## config.mk

```make
export PLATFORM = sky130hd
export DESIGN_NAME = eb_acc_dump
export DESIGN_NICKNAME = d
export VERILOG_FILES = /design/src/rtl/eb_acc_dump.sv
export SDC_FILE = /design/constraint.sdc
export NUM_CORES = 1
export LEC_CHECK = 0
export BUFFER_PORTS_ARGS = -buffer_cell sky130_fd_sc_hd__buf_2
export CAP_MARGIN = 20
export CORE_MARGIN = 2
export CORE_UTILIZATION = 29
export DETAILED_ROUTE_END_ITERATION = 12
export PLACE_DENSITY_LB_ADDON = 0.15
export SLEW_MARGIN = 20
export SYNTH_ARGS = -nofsm -noshare
export SYNTH_HDL_FRONTEND = slang
export SYNTH_SLANG_ARGS = --single-unit
```

## constraint.sdc

```tcl
create_clock -name clk -period 5.36 [get_ports clk]
set_input_delay 0.536 -clock clk [delete_from_list [all_inputs] [get_ports clk]]
set_output_delay 0.536 -clock clk [all_outputs]
set_load 0.01 [all_outputs]
```

## src/rtl/eb_acc_dump.sv

```systemverilog
// eb_acc_dump: elastic integrate-and-dump decimator (sum of LEN samples per output); EB_ACC_DUMP_LAST_EN adds t0_last/i0_last
module eb_acc_dump #(
    parameter int WIDTH = 8,
    parameter int LEN = 4,
    localparam int OWIDTH = WIDTH + $clog2(LEN)
) (
    input  logic                     clk,
    input  logic                     reset_n,
    input  logic signed [WIDTH-1:0]  t0_data,
    input  logic                     t0_valid,
    output logic                     t0_ready,
`ifdef EB_ACC_DUMP_LAST_EN
    input  logic                     t0_last,
    output logic                     i0_last,
`endif
    output logic signed [OWIDTH-1:0] i0_data,
    output logic                     i0_valid,
    input  logic                     i0_ready
);
    localparam int CW = (LEN > 1) ? $clog2(LEN) : 1;
    logic [CW-1:0] cnt_q, cnt_d;
    logic signed [OWIDTH-1:0] acc_q, acc_d, data_q, data_d, sum;
    logic valid_q, valid_d, t0_acc, done, cnt_end;
    assign cnt_end = cnt_q == CW'(LEN - 1);
    assign sum = acc_q + OWIDTH'(t0_data);
    assign t0_acc = t0_valid & t0_ready;
    assign i0_data = data_q;
    assign i0_valid = valid_q;
`ifdef EB_ACC_DUMP_LAST_EN
    logic last_q, last_d;
    assign t0_ready = (~cnt_end & ~(t0_valid & t0_last)) | ~valid_q | i0_ready;
    assign done = t0_acc & (cnt_end | t0_last);
    assign last_d = done ? t0_last : last_q;
    assign i0_last = last_q;
`else
    assign t0_ready = ~cnt_end | ~valid_q | i0_ready;
    assign done = t0_acc & cnt_end;
`endif
    // accumulate non-final samples; on completion load the sum, which may overlap a pop
    always_comb begin
        acc_d = acc_q;
        cnt_d = cnt_q;
        data_d = data_q;
        valid_d = valid_q;
        if (done) begin
            data_d = sum;
            acc_d = '0;
            cnt_d = '0;
            valid_d = 1'b1;
        end else begin
            if (t0_acc) begin
                acc_d = sum;
                cnt_d = cnt_q + CW'(1);
            end
            if (valid_q & i0_ready) valid_d = 1'b0;
        end
    end
    // state registers, reset discards any partial sum and pending output
    always_ff @(posedge clk or negedge reset_n) begin
        if (!reset_n) begin
            acc_q <= '0;
            cnt_q <= '0;
            data_q <= '0;
            valid_q <= 1'b0;
`ifdef EB_ACC_DUMP_LAST_EN
            last_q <= 1'b0;
`endif
        end else begin
            acc_q <= acc_d;
            cnt_q <= cnt_d;
            data_q <= data_d;
            valid_q <= valid_d;
`ifdef EB_ACC_DUMP_LAST_EN
            last_q <= last_d;
`endif
        end
    end
endmodule

```

Word-level counts from Yosys, hierarchy flattened

Cells that the tools add are included.

Register bits: 23
Input bits: 12
Output and inout bits: 12
Word-level logic and storage cells: 22

Add/subtract/negate cells: 2
Equality and inequality tests: 1
Multiplexer cells: 6
Bitwise operators: 7
Reductions and logical operators: 2

Operators with widths:

| kind                                         | count |
|---|---|
| two-way mux 10 bit                           | 2 |
| adder 10 x 8 -> 10 bit                       | 1 |
| two-way mux 2 bit                            | 2 |
| nonzero test 2 bit                           | 2 |
| bitwise AND 1 bit                            | 3 |
| adder 2 x 1 -> 2 bit (second input constant) | 1 |
| equality test 2 bit (second input constant)  | 1 |
| two-way mux 1 bit                            | 2 |
| inverter 1 bit                               | 2 |
| bitwise OR 1 bit                             | 2 |

Logic depth before layout (Yosys ltp)

Gate-level depths: netlist of run 1.

Word-level depth: 7
Gate-level depth with buffers: 9
Gate-level depth less buffers: 9

Worst setup path before layout of run 1

OpenSTA, ideal clock, no wires.

Kind: input port to flip-flop
Start point: input t0_data[0]
End point: register acc_q[8]
Setup time: 0.096 ns
Data arrival time: 1.937 ns
Required time: 5.264 ns
Slack: 3.327 ns
Cell stages on the path: 9
Buffers on the path: 0
Cell sequence: ha_1 inv_1 fa_1 nor2b_1 o21ai_1 a21boi_2 a221oi_2 xor2_1 o31ai_1

Word-level cells in the longest chain between the ends: 3

Ends and longest elaborated chain:

| what                   | line | RTL |
|---|---|---|
| start, declared        | 9    | `input logic signed [WIDTH-1:0] t0_data,` |
| adder 10 x 8 -> 10 bit | 25   | `assign sum = acc_q + OWIDTH'(t0_data);` |
| two-way mux 10 bit     | 51   | `if (t0_acc) begin` |
| two-way mux 10 bit     | 45   | `if (done) begin` |
| end signal, assigned   | 61   | `acc_q <= '0;` |
| end signal, assigned   | 69   | `acc_q <= acc_d;` |
| end, declared          | 22   | `logic signed [OWIDTH-1:0] acc_q, acc_d, data_q, data_d, sum;` |

Every way passes these cells. The select of a mux whose other input is x is not followed.
A chain may end at the register's enable or synchronous reset.

Final worst setup path of run 1

Start point: register acc_q[0]
End point: register acc_q[8]

Word-level cells in the longest chain between the ends: 3

Ends and longest elaborated chain:

| what                   | line |
|---|---|
| adder 10 x 8 -> 10 bit | 25 |
| two-way mux 10 bit     | 51 |
| two-way mux 10 bit     | 45 |

Every way passes these cells. The select of a mux whose other input is x is not followed.

==> impl_metrics.ini, run 1 <==
[run_status]
status = finished, final reports clean

[setup_path]
cp.buffers_inverters = 1
crit_family = compound AO/OA/AOI/OAI gates
reg2reg_to = acc_q[8]
arrival_ps = 2240
worstSetupPathDepth = 9
critical-path-slowest-cell = fa_1
path_max_fanout = 4
crit_type = flip-flop to flip-flop
critPathMaxStageDelay_ps = 400
ff2ff_setup_slack_ps = 3290
r2r_cells = 9
reg2reg_from = acc_q[0]
cp-end-kind = flip-flop
required_ps = 5520
start_kind = flip-flop
path_cells = ha_1, inv_1, fa_1, nor2b_1, o21ai_1, a21boi_2, a221oi_2, xor2_1, o31ai_1

[power_and_ir_drop]
ir_drop_mv = 0.157
power.leakage_nw = 0.754
powerDensity_nw_per_um2 = 566
p_sw_mw = 0.352
p_clk_frac = 0.136
seqPwrFrac = 0.352
p_comb_frac = 0.512
p_int_mw = 0.507
p_sw_frac = 0.410

[layout]
multiInputGateArea_sq_um = 693
syn_to_final_growth_pct = 16.4
drive_gt1_frac = 0.232
fillers = 454
diodes = 0
stdcell_area_sq_um = 1520
regArea_sq_um = 576
final_nets = 175

[grt]
antenna_found_initial = 0
grt_overflow = 0
grt_pass1_wl_microns = 4750
grt_pass1_vias = 1017
grt_max_degree = 24
gr-usage-all-layers = 0.117

[yosys]
synth_area_per_cell_sq_um = 10.3
ys_ff_latch = 23
yosysUniqueCellTypes = 36
synth_warnings = 0
synth-seq-area-share = 0.442
syn_area_sq_um = 1300
synth.largest_area_cell = dfrtp_1
yosys-top-cells-area = dfrtp_1, ha_1, nand2_1
syn_inst = 127
synth_top_cell_area_share = 0.442
syn_nets = 150

[clock_tree]
post_cts_buffers = 0
postCtsResizedCells = 0
clkSinkCount = 23
clkTransAtPathRegs_ps = 100
cts_tree = done
clk_latency_ps = 280
htreeDepth = 1
numCtsBuffers = 3
ctsHoldBuffers = 0
cts_buffer_depth = 2
cts_root_buf = clkbuf_8

[timing]
fmax_ghz = 0.482
whs_ps = 224
period_share = 0.387
finClkSkew_ps = 13.1
post-route-min-period_ps = 2070
rsz0062_at_grt = false
finalSetupViolCount = 0
setup_tns_ps = 0
hold_viol_final = 0
drv_slew = 0
slew_headroom = 0.576
tightest_slew_ps = 635

[routing]
drtAntennaViolNets = 0
drt_pass1_iterations = 4
routed_via_density = 4.88
drtIter0Drc = 27
wl_microns = 2700
drc = 0
wl_per_cell_microns = 13.3
vias = 991

[die]
die-area_sq_um = 5040
die_w_microns = 71.0
core_sq_um = 4350
die_h_microns = 71.0
ios = 24
fp-row-count = 24
initial_core_util = 0.299

[placement]
hpwl_microns = 1990
dpl_cell_area_sq_um = 1470
routabilityCongestion = 0.796
portBuffers = 23

[hold_path]
hp-class = input pin to async pin

[run]
maxCapViolCount = 0
## how the worst max path moves through the flow
| stage | from | slack [ps] | to |
|---|---|---|---|
| global placement | t0_data[6] | 3100 | acc_q[9] |
| finish | acc_q[0] | 3290 | acc_q[8] |
| floorplan | t0_data[0] | 3330 | acc_q[8] |
| CTS | acc_q[0] | 3250 | acc_q[8] |
| detailed placement | t0_data[0] | 3040 | acc_q[8] |
| global route | acc_q[0] | 3060 | acc_q[8] |
## worst register-to-register path: cells and delay by family (launching register included)
kind	cells	cell delay [ps]
adder cells (fa/ha/maj)	2	560
XOR/XNOR	1	160
buffers and inverters	1	50
AO/OA/AOI/OAI	4	710
flip-flops	1	360
AND/OR/NAND/NOR	1	130
## cells in the final DEF, fill, tap and decap left out, types with 2 or more instances in the layout
cell,Yosys,routed
dfrtp_1,23,23
buf_2,0,23
nand2_1,20,20
ha_1,10,10
o31ai_1,7,7
o21ai_1,6,6
a21o_1,6,6
inv_1,5,5
nor2b_1,4,4
o21ai_0,4,4
xor2_1,3,3
nand4_1,3,3
xnor2_1,3,3
nor3_1,3,3
nor2_1,3,3
clkbuf_8,0,3
o21a_1,2,2
a21oi_1,2,2
mux2_1,2,2
mux2i_1,2,2
## layout make-up
cell class / instances / share of cell area
flip-flops and latches: 23 / 0.380
multi-input cells: 96 / 0.457
well taps: 52 / 0.0429
repair buffers: 23 / 0.0759
clock inverters: 1 / 0.00495
clock buffers: 3 / 0.0272
inverters: 5 / 0.0124
## flip-flops by register name, summed over array words and instances, names as in the netlist
signal,count
acc_q,10
i0_data,10
cnt_q,2
i0_valid,1
## synthesized netlist by cell type
cell type and number:
nor2_1 3, dfrtp_1 23, buf_4 1, o21ai_0 4
o21ai_1 6, o21a_1 2, nand2_2 1, fa_1 1
nand3b_1 1, mux2i_1 2, nor3b_1 1, nand2_1 20
a22o_1 1, mux2_2 1, a221o_1 1, mux2_1 2
nand3b_2 1, clkbuf_1 2, nand3_2 1, a21boi_2 1
xor2_1 3, nor2b_1 4, a221oi_2 1, a21o_2 1
a21o_1 6, a21oi_2 1, a21oi_1 2, and3_1 1
o31ai_1 7, a31oi_1 1, xnor2_1 3, ha_1 10
nand2b_1 1, nand4_1 3, inv_1 5, nor3_1 3
## kinds of logic after synthesis
family,Yosys count,share of synthesized area
AOI/OAI and AO/OA,34,0.185
and+or+nand+nor,40,0.154
muxes,5,0.0413
xor gates and xnor gates,6,0.0404
buffers and inverters,8,0.0259
DFF,23,0.442
adders and majority gates,11,0.111
## per-stage QoR
stage	power [mW]	setup slack [ps]	util	instances
after floorplan	0.637	3330	-	127
after global placement	0.744	3100	0.337	199
after detailed placement	0.753	3040	0.337	199
after CTS	0.873	3250	0.348	203
after global routing	0.943	3060	0.348	203
final	0.859	3290	0.348	203
## power by group through the flow
| stage | registers, mW | logic [mW] | clock network (mW) |
|---|---|---|---|
| 6_report | 0.302 | 0.440 | 0.116 |
| 3_5_place_dp | 0.307 | 0.447 | 0 |
| 3_3_place_gp | 0.303 | 0.440 | 0 |
| 2_1_floorplan | 0.319 | 0.318 | 0 |
| 4_1_cts | 0.303 | 0.450 | 0.119 |
| 5_1_grt | 0.314 | 0.501 | 0.128 |
## routing by layer
metal	global-route usage	vias to the layer above	share of wire
met5	0	-	0
met4	0.0440	0	0.016
met3	0.0242	5	0.037
met2	0.173	19	0.42
met1	0.169	461	0.53
li1	-	506	-
No activity file was read; power rests on OpenSTA's default activity.
==> inputs of run 2 (changes only) <==
==> constraint.sdc (replaced) <==
create_clock -name clk -period 1.8 [get_ports clk]
set_input_delay 0.18 -clock clk [delete_from_list [all_inputs] [get_ports clk]]
set_output_delay 0.18 -clock clk [all_outputs]
set_load 0.01 [all_outputs]
==> run 2 against run 1 <==
  * The flow now finishes with violations (negative setup slack)
  * Sequential cell count unchanged
  * Die area unchanged
  * Final cell count increased by 9.9%
  * Via count increased by 7.5%
  * Global-route usage increased by 0.29 points
  * Sequential share of layout area decreased by 5.0 points
  * Highest routed layer unchanged
==> impl_metrics.ini, run 2 (same netlist as run 1, synthesis figures left out) <==
[timing]
tightest_slew_ps = 541
fmax_ghz = 0.518
hold_viol_final = 0
period_share = 1.07
finClkSkew_ps = 9.12
post-route-min-period_ps = 1930
finalSetupViolCount = 6
drv_slew = 0
setup_tns_ps = -472
slew_headroom = 0.639
setup_ws_ps = -131
rsz0062_at_grt = true
whs_ps = 89.7

[run_status]
status = finished, violations left
violations = negative setup slack

[layout]
diodes = 0
regArea_sq_um = 576
final_cell_mix = dfrtp_1, buf_2, nand2_1
final_nets = 195
fillers = 431
final_util = 0.401
multiInputGateArea_sq_um = 773
syn_to_final_growth_pct = 34.1
drive_gt1_frac = 0.398

[die]
core_sq_um = 4350
ios = 24
die_w_microns = 71.0
fp-row-count = 24
die_h_microns = 71.0
die-area_sq_um = 5040
initial_core_util = 0.299

[placement]
post-place-ws_ps = -144
hpwl_microns = 2220
portBuffers = 23
routabilityCongestion = 0.738

[clock_tree]
cts_root_buf = clkbuf_8
htreeDepth = 1
clkTransAtPathRegs_ps = 90
numCtsBuffers = 3
cts_tree = done
cts_buffer_depth = 2
clk_latency_ps = 270
clkSinkCount = 23

[grt]
antenna_found_initial = 0
grt_pass1_wl_microns = 4800
grt_overflow = 0
grt_max_degree = 24
gr-usage-all-layers = 0.120
grt_pass1_vias = 1046

[power_and_ir_drop]
p_int_mw = 1.79
ir_drop_mv = 0.580
p_comb_frac = 0.580
total_power_mw = 2.96
seqPwrFrac = 0.310
power.leakage_nw = 0.864
p_sw_mw = 1.17
powerDensity_nw_per_um2 = 1690
p_sw_frac = 0.397
p_clk_frac = 0.110

[setup_path]
required_ps = 1980
arrival_ps = 2110
path_cells = ha_2, inv_2, fa_2, nor2b_2, o21ai_2, a21boi_2, a221oi_2, xor2_1, o31ai_1
cp-end-kind = flip-flop
critical-path-slowest-cell = dfrtp_1
crit_family = compound AO/OA/AOI/OAI gates
crit_type = flip-flop to flip-flop
worstSetupStartpoint = acc_q[0]
path_max_fanout = 3
start_kind = flip-flop
critPathMaxStageDelay_ps = 360
cp.buffers_inverters = 1
reg2reg_from = acc_q[0]

[run]
maxCapViolCount = 0

[routing]
drtIter0Drc = 42
wl_per_cell_microns = 13.4
vias = 1065
drc = 0
wl_microns = 2990
drtAntennaViolNets = 0
routed_via_density = 4.78
drt_pass1_iterations = 4

[hold_path]
min_from = i0_ready
hp-class = input pin to flip-flop
## run 2: path summary, 6_finish.rpt
path	slack, ps	end	depth (start not counted)
min in group asynchronous	430	acc_q[9]	2
min	90	i0_valid	2
max	-130	acc_q[8]	9
max in group asynchronous	1010	i0_data[2]	2
min reg2reg	470	i0_data[5]	2
max reg2reg	-130	acc_q[8]	9
## run 2: repair_timing
action | 4_1_cts | 5_1_grt
hold buffers | 1 | 0
resized for setup | 4 | 9
endpoints found under the setup margin | 8 | 8
endpoints found under the hold margin | 23 | 0
pin swaps | 2 | 12
setup buffers | 0 | 2
## run 2: final cells by class
| cell class | count | area share |
|---|---|---|
| repair buffers | 43 | 0.153 |
| inverters | 5 | 0.0107 |
| multi-input cells | 96 | 0.443 |
| clock buffers | 3 | 0.0236 |
| flip-flops and latches | 23 | 0.330 |
| clock inverters | 1 | 0.00287 |
| well taps | 52 | 0.0372 |
## run 2: per-stage QoR
step,cells,cell area [sq um]
after CTS,221,1680
after detailed placement,216,1600
after floorplan,127,1310
after global routing,223,1750
after global placement,216,1600
final,223,1750
## run 2: power groups by stage
stage          Clock (mW)  Combinational (mW)  Sequential [mW]
3_5_place_dp            0                1.56            0.922
6_report            0.325                1.72            0.918
3_3_place_gp            0                1.56            0.910
4_1_cts             0.338                1.59            0.918
2_1_floorplan           0               0.960            0.949
5_1_grt             0.356                1.92            0.954
## run 2: metal layers
layer	global-route usage	vias to the layer above	wire [microns]
met3	0.0385	2	146
met2	0.204	19	1480
met4	0.0252	0	18
met1	0.151	504	1340
li1	-	540	-
met5	0	-	0
